## src/rtl/hazard_pkg.sv

```systemverilog
// Shared constants and bypass-select encoding for the hazard/scoreboard unit.
package hazard_pkg;

  localparam int REG_SIZE = 5;
  localparam int MAX_LAT  = 16;
  localparam int LAT_W    = $clog2(MAX_LAT + 1);
  localparam int CNT_W    = 32;

  typedef enum logic [1:0] {
    FORWARD_N = 2'b00,
    FORWARD_M = 2'b01,
    FORWARD_W = 2'b10,
    FORWARD_X = 2'b11
  } fwd_e;

endpackage

```

## src/rtl/hazard_scoreboard_if.sv

```systemverilog
// Pipeline-side bundle of the hazard unit: register tags in, stall/flush/bypass control out.
interface hazard_scoreboard_if
  import hazard_pkg::*;
#(
  parameter int REG_SIZE = hazard_pkg::REG_SIZE,
  parameter int MAX_LAT  = hazard_pkg::MAX_LAT,
  parameter int CNT_W    = hazard_pkg::CNT_W
);
  localparam int LAT_W = $clog2(MAX_LAT + 1);

  logic [REG_SIZE-1:0] raddr1D, raddr2D, raddr1E, raddr2E;
  logic [REG_SIZE-1:0] writeRegD, writeRegE, writeRegM, writeRegW;
  logic                regWriteD, regWriteE, regWriteM, regWriteW;
  logic                mem2regE, mem2regM;
  logic                branchD, controllchangeD;
  logic                mcOpD, mcIssueE;
  logic [REG_SIZE-1:0] writeRegMcE;
  logic [LAT_W-1:0]    mcLatency;

  logic                stallF, stallD, flushE, flushD;
  fwd_e                forward1D, forward2D, forward1E, forward2E;
  logic                mcDone;
  logic [REG_SIZE-1:0] mcWriteReg;
  logic [CNT_W-1:0]    stallCycles;

  modport slave (
    input  raddr1D, raddr2D, raddr1E, raddr2E,
    input  writeRegD, writeRegE, writeRegM, writeRegW,
    input  regWriteD, regWriteE, regWriteM, regWriteW,
    input  mem2regE, mem2regM, branchD, controllchangeD,
    input  mcOpD, mcIssueE, writeRegMcE, mcLatency,
    output stallF, stallD, flushE, flushD,
    output forward1D, forward2D, forward1E, forward2E,
    output mcDone, mcWriteReg, stallCycles
  );

  modport master (
    output raddr1D, raddr2D, raddr1E, raddr2E,
    output writeRegD, writeRegE, writeRegM, writeRegW,
    output regWriteD, regWriteE, regWriteM, regWriteW,
    output mem2regE, mem2regM, branchD, controllchangeD,
    output mcOpD, mcIssueE, writeRegMcE, mcLatency,
    input  stallF, stallD, flushE, flushD,
    input  forward1D, forward2D, forward1E, forward2E,
    input  mcDone, mcWriteReg, stallCycles
  );

endinterface

```

## src/rtl/hazard_scoreboard_fwd_sel.sv

```systemverilog
// Bypass select for one read port: multicycle result beats M, M beats W; r0 never bypasses.
module fwd_sel
  import hazard_pkg::*;
#(
  parameter int REG_SIZE = hazard_pkg::REG_SIZE
) (
  input  logic [REG_SIZE-1:0] raddr,
  input  logic [REG_SIZE-1:0] m_reg,
  input  logic                m_we,
  input  logic [REG_SIZE-1:0] w_reg,
  input  logic                w_we,
  input  logic [REG_SIZE-1:0] x_reg,
  input  logic                x_valid,
  output fwd_e                code
);

  // NOTE: default assigned first so every path writes code; no latch is inferred.
  always_comb begin
    code = FORWARD_N;
    if (raddr != '0) begin
      if (x_valid && raddr == x_reg)   code = FORWARD_X;
      else if (m_we && raddr == m_reg) code = FORWARD_M;
      else if (w_we && raddr == w_reg) code = FORWARD_W;
    end
  end

endmodule

```

## src/rtl/hazard_scoreboard.sv

```systemverilog
// Hazard unit with a one-entry scoreboard for a variable-latency multicycle op.
module hazard_scoreboard
  import hazard_pkg::*;
#(
  parameter int REG_SIZE = hazard_pkg::REG_SIZE,
  parameter int MAX_LAT  = hazard_pkg::MAX_LAT,
  parameter int CNT_W    = hazard_pkg::CNT_W
) (
  input logic                clk,
  input logic                rst_n,
  hazard_scoreboard_if.slave hz
);

  localparam int LAT_W = $clog2(MAX_LAT + 1);

  logic                busy;
  logic [LAT_W-1:0]    cnt;
  logic [REG_SIZE-1:0] mc_dest;
  logic [CNT_W-1:0]    stall_cnt;

  logic             mc_done, mc_pending;
  logic [LAT_W-1:0] lat_m1;
  logic             lw_stall, br_stall, raw_stall, waw_stall, str_stall, stall;

  function automatic logic d_reads(input logic [REG_SIZE-1:0] r,
                                   input logic [REG_SIZE-1:0] a1,
                                   input logic [REG_SIZE-1:0] a2);
    return (r != '0) && (r == a1 || r == a2);
  endfunction

  assign mc_done    = busy && (cnt == '0);
  assign mc_pending = busy && !mc_done;

  // Clamp latency into 1..MAX_LAT; the counter holds cycles remaining after the first.
  always_comb begin
    lat_m1 = hz.mcLatency - LAT_W'(1);
    if (hz.mcLatency == '0)                 lat_m1 = '0;
    else if (hz.mcLatency > LAT_W'(MAX_LAT)) lat_m1 = LAT_W'(MAX_LAT - 1);
  end

  assign lw_stall  = hz.mem2regE && hz.regWriteE && d_reads(hz.writeRegE, hz.raddr1D, hz.raddr2D);
  assign br_stall  = hz.branchD &&
                     ((hz.regWriteE && d_reads(hz.writeRegE, hz.raddr1D, hz.raddr2D)) ||
                      (hz.mem2regM  && d_reads(hz.writeRegM, hz.raddr1D, hz.raddr2D)));
  assign raw_stall = mc_pending && d_reads(mc_dest, hz.raddr1D, hz.raddr2D);
  assign waw_stall = mc_pending && hz.regWriteD && (hz.writeRegD != '0) && (hz.writeRegD == mc_dest);
  assign str_stall = mc_pending && hz.mcOpD;
  assign stall     = lw_stall || br_stall || raw_stall || waw_stall || str_stall;

  assign hz.stallF      = stall;
  assign hz.stallD      = stall;
  assign hz.flushE      = stall;
  assign hz.flushD      = hz.controllchangeD && !stall;
  assign hz.mcDone      = mc_done;
  assign hz.mcWriteReg  = busy ? mc_dest : '0;
  assign hz.stallCycles = stall_cnt;

  fwd_sel #(.REG_SIZE(REG_SIZE)) u_fwd1d (
    .raddr(hz.raddr1D), .m_reg(hz.writeRegM), .m_we(hz.regWriteM),
    .w_reg(hz.writeRegW), .w_we(hz.regWriteW), .x_reg(mc_dest), .x_valid(mc_done),
    .code(hz.forward1D)
  );
  fwd_sel #(.REG_SIZE(REG_SIZE)) u_fwd2d (
    .raddr(hz.raddr2D), .m_reg(hz.writeRegM), .m_we(hz.regWriteM),
    .w_reg(hz.writeRegW), .w_we(hz.regWriteW), .x_reg(mc_dest), .x_valid(mc_done),
    .code(hz.forward2D)
  );
  fwd_sel #(.REG_SIZE(REG_SIZE)) u_fwd1e (
    .raddr(hz.raddr1E), .m_reg(hz.writeRegM), .m_we(hz.regWriteM),
    .w_reg(hz.writeRegW), .w_we(hz.regWriteW), .x_reg(mc_dest), .x_valid(mc_done),
    .code(hz.forward1E)
  );
  fwd_sel #(.REG_SIZE(REG_SIZE)) u_fwd2e (
    .raddr(hz.raddr2E), .m_reg(hz.writeRegM), .m_we(hz.regWriteM),
    .w_reg(hz.writeRegW), .w_we(hz.regWriteW), .x_reg(mc_dest), .x_valid(mc_done),
    .code(hz.forward2E)
  );

  // NOTE: sequential state uses non-blocking assignments so every flop samples pre-edge values.
  always_ff @(posedge clk or negedge rst_n) begin
    if (!rst_n) begin
      busy      <= 1'b0;
      cnt       <= '0;
      mc_dest   <= '0;
      stall_cnt <= '0;
    end else begin
      if (hz.mcIssueE) begin
        busy    <= 1'b1;
        mc_dest <= hz.writeRegMcE;
        cnt     <= lat_m1;
      end else if (mc_done) begin
        busy <= 1'b0;
      end else if (busy) begin
        cnt <= cnt - LAT_W'(1);
      end
      if (stall && stall_cnt != '1) stall_cnt <= stall_cnt + CNT_W'(1);
    end
  end

  a_issue_while_busy: assert property (@(posedge clk) disable iff (!rst_n)
    !(hz.mcIssueE && mc_pending));
  a_wb_port_clash: assert property (@(posedge clk) disable iff (!rst_n)
    !(mc_done && hz.regWriteW && hz.writeRegW == mc_dest && mc_dest != '0));

endmodule
```

## src/flat_wrapper.sv

```systemverilog
// flat-port wrapper written by rule: the top's interface ports become plain ports
module hazard_scoreboard_flat import hazard_pkg::*;
#(
  parameter int REG_SIZE = hazard_pkg::REG_SIZE,
  parameter int MAX_LAT  = hazard_pkg::MAX_LAT,
  parameter int CNT_W    = hazard_pkg::CNT_W
)
  (clk, rst_n, hz_raddr1D, hz_raddr2D, hz_raddr1E, hz_raddr2E, hz_writeRegD, hz_writeRegE, hz_writeRegM, hz_writeRegW, hz_regWriteD, hz_regWriteE, hz_regWriteM, hz_regWriteW, hz_mem2regE, hz_mem2regM, hz_branchD, hz_controllchangeD, hz_mcOpD, hz_mcIssueE, hz_writeRegMcE, hz_mcLatency, hz_stallF, hz_stallD, hz_flushE, hz_flushD, hz_forward1D, hz_forward2D, hz_forward1E, hz_forward2E, hz_mcDone, hz_mcWriteReg, hz_stallCycles);
  hazard_scoreboard_if #(.REG_SIZE(REG_SIZE), .MAX_LAT(MAX_LAT), .CNT_W(CNT_W)) hz_i ();
  input logic clk;
  input logic rst_n;
  input wire logic [$bits(hz_i.raddr1D)-1:0] hz_raddr1D;
  input wire logic [$bits(hz_i.raddr2D)-1:0] hz_raddr2D;
  input wire logic [$bits(hz_i.raddr1E)-1:0] hz_raddr1E;
  input wire logic [$bits(hz_i.raddr2E)-1:0] hz_raddr2E;
  input wire logic [$bits(hz_i.writeRegD)-1:0] hz_writeRegD;
  input wire logic [$bits(hz_i.writeRegE)-1:0] hz_writeRegE;
  input wire logic [$bits(hz_i.writeRegM)-1:0] hz_writeRegM;
  input wire logic [$bits(hz_i.writeRegW)-1:0] hz_writeRegW;
  input wire logic [$bits(hz_i.regWriteD)-1:0] hz_regWriteD;
  input wire logic [$bits(hz_i.regWriteE)-1:0] hz_regWriteE;
  input wire logic [$bits(hz_i.regWriteM)-1:0] hz_regWriteM;
  input wire logic [$bits(hz_i.regWriteW)-1:0] hz_regWriteW;
  input wire logic [$bits(hz_i.mem2regE)-1:0] hz_mem2regE;
  input wire logic [$bits(hz_i.mem2regM)-1:0] hz_mem2regM;
  input wire logic [$bits(hz_i.branchD)-1:0] hz_branchD;
  input wire logic [$bits(hz_i.controllchangeD)-1:0] hz_controllchangeD;
  input wire logic [$bits(hz_i.mcOpD)-1:0] hz_mcOpD;
  input wire logic [$bits(hz_i.mcIssueE)-1:0] hz_mcIssueE;
  input wire logic [$bits(hz_i.writeRegMcE)-1:0] hz_writeRegMcE;
  input wire logic [$bits(hz_i.mcLatency)-1:0] hz_mcLatency;
  output wire logic [$bits(hz_i.stallF)-1:0] hz_stallF;
  output wire logic [$bits(hz_i.stallD)-1:0] hz_stallD;
  output wire logic [$bits(hz_i.flushE)-1:0] hz_flushE;
  output wire logic [$bits(hz_i.flushD)-1:0] hz_flushD;
  output wire logic [$bits(hz_i.forward1D)-1:0] hz_forward1D;
  output wire logic [$bits(hz_i.forward2D)-1:0] hz_forward2D;
  output wire logic [$bits(hz_i.forward1E)-1:0] hz_forward1E;
  output wire logic [$bits(hz_i.forward2E)-1:0] hz_forward2E;
  output wire logic [$bits(hz_i.mcDone)-1:0] hz_mcDone;
  output wire logic [$bits(hz_i.mcWriteReg)-1:0] hz_mcWriteReg;
  output wire logic [$bits(hz_i.stallCycles)-1:0] hz_stallCycles;
  assign hz_i.raddr1D = hz_raddr1D;
  assign hz_i.raddr2D = hz_raddr2D;
  assign hz_i.raddr1E = hz_raddr1E;
  assign hz_i.raddr2E = hz_raddr2E;
  assign hz_i.writeRegD = hz_writeRegD;
  assign hz_i.writeRegE = hz_writeRegE;
  assign hz_i.writeRegM = hz_writeRegM;
  assign hz_i.writeRegW = hz_writeRegW;
  assign hz_i.regWriteD = hz_regWriteD;
  assign hz_i.regWriteE = hz_regWriteE;
  assign hz_i.regWriteM = hz_regWriteM;
  assign hz_i.regWriteW = hz_regWriteW;
  assign hz_i.mem2regE = hz_mem2regE;
  assign hz_i.mem2regM = hz_mem2regM;
  assign hz_i.branchD = hz_branchD;
  assign hz_i.controllchangeD = hz_controllchangeD;
  assign hz_i.mcOpD = hz_mcOpD;
  assign hz_i.mcIssueE = hz_mcIssueE;
  assign hz_i.writeRegMcE = hz_writeRegMcE;
  assign hz_i.mcLatency = hz_mcLatency;
  assign hz_stallF = hz_i.stallF;
  assign hz_stallD = hz_i.stallD;
  assign hz_flushE = hz_i.flushE;
  assign hz_flushD = hz_i.flushD;
  assign hz_forward1D = hz_i.forward1D;
  assign hz_forward2D = hz_i.forward2D;
  assign hz_forward1E = hz_i.forward1E;
  assign hz_forward2E = hz_i.forward2E;
  assign hz_mcDone = hz_i.mcDone;
  assign hz_mcWriteReg = hz_i.mcWriteReg;
  assign hz_stallCycles = hz_i.stallCycles;
  hazard_scoreboard #(.REG_SIZE(REG_SIZE), .MAX_LAT(MAX_LAT), .CNT_W(CNT_W)) u_core (.clk(clk), .rst_n(rst_n), .hz(hz_i));
endmodule
```

## config.mk

```make
export PLATFORM = sky130hd
export DESIGN_NAME = hazard_scoreboard_flat
export DESIGN_NICKNAME = d
export VERILOG_FILES = /design/src/rtl/hazard_pkg.sv /design/src/rtl/hazard_scoreboard_if.sv /design/src/rtl/hazard_scoreboard_fwd_sel.sv /design/src/rtl/hazard_scoreboard.sv /design/src/flat_wrapper.sv
export SDC_FILE = /design/constraint.sdc
export NUM_CORES = 1
export LEC_CHECK = 0
export CAP_MARGIN = 5
export CORE_AREA = 2 2 89 91
export DETAILED_ROUTE_END_ITERATION = 6
export DIE_AREA = 0 0 91 93
export GPL_TIMING_DRIVEN = 0
export PLACE_DENSITY = 0.83
export SYNTH_ARGS = -nofsm -noshare
export SYNTH_HDL_FRONTEND = slang
export SYNTH_HIERARCHICAL = 1
export SYNTH_SLANG_ARGS = --single-unit
```

## constraint.sdc

```tcl
create_clock -name clk -period 3.4 [get_ports clk]
set_input_delay 0.85 -clock clk [delete_from_list [all_inputs] [get_ports clk]]
set_output_delay 0.85 -clock clk [all_outputs]
set_load 0.05 [all_outputs]
```

## After elaboration in Yosys (flattened, before gate mapping)

Index checks and enable logic that the tools add are counted.

| cells by class | value |
|---|---|
| reductions and logical operators | 52 |
| multiplexer cells | 24 |
| $lt $le $gt $ge | 1 |
| $add $sub $neg | 3 |
| eq/ne operators | 21 |

Operators with widths:

| kind | number |
|---|---|
| 5-bit == test | 19 |
| 5-bit nonzero test | 8 |
| 32-bit by 1-bit adder with 32-bit output, second input constant | 1 |
| 2-bit two-way mux | 16 |
| 32-bit inequality test, second input constant | 1 |
| 5-bit two-way mux | 6 |
| 1-bit logical AND | 29 |
| 5-bit zero test | 2 |
| 5-bit by 1-bit subtractor with 5-bit output, second input constant | 2 |
| 1-bit logical OR | 8 |
| 5-bit > comparator, second input constant | 1 |
| 2-bit nonzero test | 2 |
| 1-bit zero test | 2 |
| 1-bit two-way mux | 2 |
| 2-bit inequality test, second input constant | 1 |
| 2-bit AND reduction | 1 |

| storage, ports and cells | value |
|---|---|
| input bits | 62 |
| word-level logic and storage cells | 105 |
| flip-flop bits (word level) | 43 |

## Logic depth before layout (Yosys ltp)

| logic depth | value |
|---|---|
| depth in word-level cells | 12 |
| depth in mapped cells | 10 |

## Modules after synthesis

The synthesis kept the hierarchy.

Modules (own cells, without submodules):

| module | cells an instance | area each (sq um) | sequential area each (sq um) | times used |
|---|---|---|---|---|
| hazard_scoreboard | 282 | 2637.5 | 1076.0 | 1 |
| fwd_sel | 26 | 195.2 | 0.0 | 4 |

## Worst setup path before layout

Ideal clock, no wire load.

| timing | value |
|---|---|
| path kind | input to output |
| start point | input hz_writeRegM[0] |
| end point | output hz_stallD |
| arrival time | 2735 ps |
| setup slack | -185 ps |
| data required time | 2550 ps |
| cell stages on the path | 7 |
| cells stage by stage | or3_1 o311a_1 a222oi_1 and2_1 clkbuf_2 inv_1 buf_4 |

| between the ends | value |
|---|---|
| longest elaborated chain between the ends | 10 |
| elaborated cells between the ends (all ways) | 12 |
| classes of those cells | eq/ne: 2; reduce/logical: 10 |

Ends and longest elaborated chain:

| item | line | text |
|---|---|---|
| from (decl) | flat_wrapper.sv:18 | `input wire logic [$bits(hz_i.writeRegM)-1:0] hz_writeRegM;` |
| 5-bit == test | hazard_scoreboard.sv:28 | `return (r != '0) && (r == a1 \|\| r == a2);` |
| 1-bit logical OR | hazard_scoreboard.sv:28 |  |
| 1-bit logical AND (*) | hazard_scoreboard.sv:28 |  |
| 1-bit logical AND (*) | hazard_scoreboard.sv:44 | `(hz.mem2regM && d_reads(hz.writeRegM, hz.raddr1D, hz.raddr2D)));` |
| 1-bit logical OR (*) | hazard_scoreboard.sv:43 | `((hz.regWriteE && d_reads(hz.writeRegE, hz.raddr1D, hz.raddr2D)) \|\|` |
| 1-bit logical AND (*) | hazard_scoreboard.sv:42 | `assign br_stall = hz.branchD &&` |
| 1-bit logical OR (*) (4 in series) | hazard_scoreboard.sv:48 | `assign stall = lw_stall \|\| br_stall \|\| raw_stall \|\| waw_stall \|\| str_stall;` |
| to (decl) | flat_wrapper.sv:33 | `output wire logic [$bits(hz_i.stallD)-1:0] hz_stallD;` |

Every way passes the cells marked *; elsewhere a longest branch is shown, timed or not.

## Worst setup path in the final report

| timing | value |
|---|---|
| start point | input hz_writeRegM[0] |
| end point | output hz_stallF |

| between the ends | value |
|---|---|
| longest elaborated chain between the ends | 10 |
| elaborated cells between the ends (all ways) | 12 |
| classes of those cells | eq/ne: 2; reduce/logical: 10 |

Ends and longest elaborated chain:

| item | line | text |
|---|---|---|
| 5-bit == test | hazard_scoreboard.sv:28 |  |
| 1-bit logical OR | hazard_scoreboard.sv:28 |  |
| 1-bit logical AND (*) | hazard_scoreboard.sv:28 |  |
| 1-bit logical AND (*) | hazard_scoreboard.sv:44 |  |
| 1-bit logical OR (*) | hazard_scoreboard.sv:43 |  |
| 1-bit logical AND (*) | hazard_scoreboard.sv:42 |  |
| 1-bit logical OR (*) (4 in series) | hazard_scoreboard.sv:48 |  |
| to (decl) | flat_wrapper.sv:32 | `output wire logic [$bits(hz_i.stallF)-1:0] hz_stallF;` |

Marked as above.

==> flow_summary.ini <==
[status]
status = finished, violations left
violations = negative setup slack

[route]
wirelength_um = 10100
drtIter0Drc = 173
wire_per_inst_um = 16.4
drt_pass1_iterations = 4
ant_nets = 0
drc_errors = 0
vias = 3328
viasPerCell = 5.42

[grt]
grt_pass1_vias = 3393
grt_usage_pct = 24.0
grt_pass1_wl_um = 16600
grt_overflow = 0
grt_start_max_net_pins = 30
antenna_found_initial = 0

[timing]
finalSetupViolCount = 5
maxSlewViolCount = 0
finalClockSkew_ns = 0.0138
worst_slew_pin_slew_ns = 0.527
min_period_ns = 3.56
finalHoldViolations = 0
slew_headroom_pct = 64.8
fmax_ghz = 0.281
rsz0062_at_grt = yes
fin_crit_sh_pct = 105
finalWorstSetupSlack_ns = -0.162

[die]
die_w_um = 91
core_area_um2 = 7530
initial_core_util_pct = 45.4
core.rowCount = 32
io_pins = 112
die_h_um = 93
die_area_um2 = 8460

[clocking]
numCtsBuffers = 5
h-tree-depth = 2
clock_path_buffers = 2
cts_tree = done
cts_root_buf = clkbuf_8
insertion_delay_ns = 0.30
clock-sinks = 43
clkTransAtPathRegs_ns = 0.09

[setup_path]
r2r-start = u_core/mc_dest[1]$_DFFE_PN0P_
crit_path_start = hz_writeRegM[0]
endpoint_kind = output port
r2r_slack_ns = 0.78
timing.rr.end = u_core/hz.stallCycles[22]$_DFFE_PN0P_
cp_max_fo = 3
reg2reg_depth = 11
required_ns = 2.55
cp.arrival_ns = 2.71
critical_path_class = in -> out
worstSetupStartpointType = input port

[final_layout]
layout_common_cells = 79 x xnor2_1, 76 x clkdlybuf4s50_1, 49 x xor2_1
drive_above_1_share_pct = 12.3
multi_input_area_um2 = 2310
num_antenna_cells = 0
fin_nets = 577
area_growth_pct = 43.2
layout_commonest_cell = xnor2_1
final_util_pct = 65.0
nFillCells = 639
seq_area_um2 = 1080

[place]
gp_congestion = 0.861
io_buffer_count = 111
hpwl_um = 7650

[logic_synthesis]
syn_area_um2 = 3420
synthAdderAreaFrac_pct = 2.05
synth_xor_area_share_pct = 32.8
synth-seq-area-share_pct = 31.5
yosys_register_bits = 43
yosysUniqueCellTypes = 40
synth_nets = 452
synthCells = 386
synthMuxAreaShare_pct = 1.65
synth_top_family_by_area = XOR/XNOR gates
synth_warnings = 6
syn_avg_cell_area_um2 = 8.86
synth-simple-area-share_pct = 21.9
synth-compound-area-share_pct = 7.25

[power_and_ir_drop]
cellLeakagePower_uw = 0.00200
ir_drop_mv = 0.441
power_density_nw_per_um2 = 386
p_total_uw = 1890

[job]
maxCapViolations = 0

[min_path]
hp-class = in -> async
## critical path, cell delays in order
cell	delay, ns
buf_12	0.10
or3_1	0.36
o311a_1	0.32
a222oi_1	0.46
and2_1	0.20
clkbuf_8	0.14
inv_6	0.03
buf_6	0.10
buf_8	0.14
## state kept, by name, indices dropped and copies added (netlist names)
name / count
u_core/busy: 1
u_core/hz.stallCycles: 32
u_core/cnt: 5
u_core/mc_dest: 5
## kinds of logic (layout without fill, tap and decap cells)
group,Yosys count,in the layout
flops,43,43
xor+xnor,128,128
mux,5,5
buf+inv,21,147
compound gates,38,38
simple gates,145,145
fa+ha+maj,6,6
## final cells by class
type,instances,area share (%)
inverter,9,0.792
clock inverter,3,0.409
sequential,43,22.0
clock buffer,5,1.41
tap,102,2.61
multi-input combinational,322,47.1
timing repair buffer,118,24.0
buffer,12,1.66
## layer usage
layer | wire [µm] | global-route usage (%) | up-vias
met1 | 4230 | 30.5 | 1596
met3 | 782 | 5.72 | 13
met2 | 4960 | 41.6 | 129
met4 | 129 | 5.68 | 0
li1 | - | - | 1590
met5 | 0 | 0 | -
## stage by stage
stage	setup TNS [ns]	hold slack, ns	worst slack [ns]	instance area [µm²]	cells
2_1_floorplan	-0.370	0.506	-0.185	3420	386
3_3_place_gp	-15.19	0.470	-1.52	4660	599
3_5_place_dp	-16.53	0.483	-1.54	4670	600
4_1_cts	-0.488	0.456	-0.158	4840	612
5_1_grt	-0.888	0.468	-0.241	4900	614
6_report	-0.521	0.443	-0.162	4900	614
## worst max-delay path by stage
stage	end	slack, ns	cells after the start
after floorplan	hz_stallD	-0.18	7
after global placement	hz_stallD	-1.52	9
after detailed placement	hz_stallF	-1.54	9
after CTS	hz_stallF	-0.16	9
after global routing	hz_stallF	-0.24	9
final	hz_stallF	-0.16	9
## where the power goes
part / total (µW) / switching [µW] / internal [µW]
clock network: 325 / 182 / 143
registers: 667 / 92.2 / 575
logic: 896 / 522 / 374
## synth_stat cells
| library cell | n | area [µm²] |
|---|---|---|
| a211oi_1 | 2 | 15.0 |
| a21o_2 | 1 | 8.76 |
| a21oi_1 | 16 | 80.1 |
| a222oi_1 | 1 | 10.0 |
| a311o_1 | 4 | 40.0 |
| a31o_2 | 1 | 8.76 |
| a31oi_1 | 1 | 6.26 |
| and2_1 | 7 | 43.8 |
| and3_1 | 8 | 50.1 |
| and4_1 | 1 | 8.76 |
| buf_4 | 3 | 22.5 |
| buf_6 | 1 | 11.3 |
| clkbuf_1 | 7 | 26.3 |
| clkbuf_2 | 1 | 5.00 |
| dfrtp_1 | 43 | 1080 |
| ha_1 | 4 | 50.1 |
| inv_1 | 9 | 33.8 |
| maj3_1 | 2 | 20.0 |
| mux2_2 | 5 | 56.3 |
| nand2_1 | 29 | 109 |
| nand2b_1 | 2 | 12.5 |
| nand3_1 | 26 | 130 |
| nand3b_1 | 1 | 7.51 |
| nand4_1 | 15 | 93.8 |
| nor2_1 | 20 | 75.1 |
| nor2b_1 | 1 | 6.26 |
| nor3_1 | 14 | 70.1 |
| nor4_1 | 11 | 68.8 |
| nor4b_1 | 2 | 17.5 |
| o21ai_0 | 5 | 25.0 |
| o22ai_1 | 3 | 18.8 |
| o311a_1 | 1 | 10.0 |
| o31a_1 | 1 | 8.76 |
| o31ai_1 | 1 | 7.51 |
| o41ai_1 | 1 | 8.76 |
| or2_2 | 1 | 6.26 |
| or3_1 | 3 | 18.8 |
| or4_1 | 4 | 30.0 |
| xnor2_1 | 79 | 692 |
| xor2_1 | 49 | 429 |
## repair_timing
action | CTS | global route
pin swaps | 5 | 5
endpoints found under the setup margin | 12 | 13
hold buffers | 0 | 0
buffers inserted | 4 | 2
gates resized for setup | 117 | 33
Power figures use the tool's default switching activity.
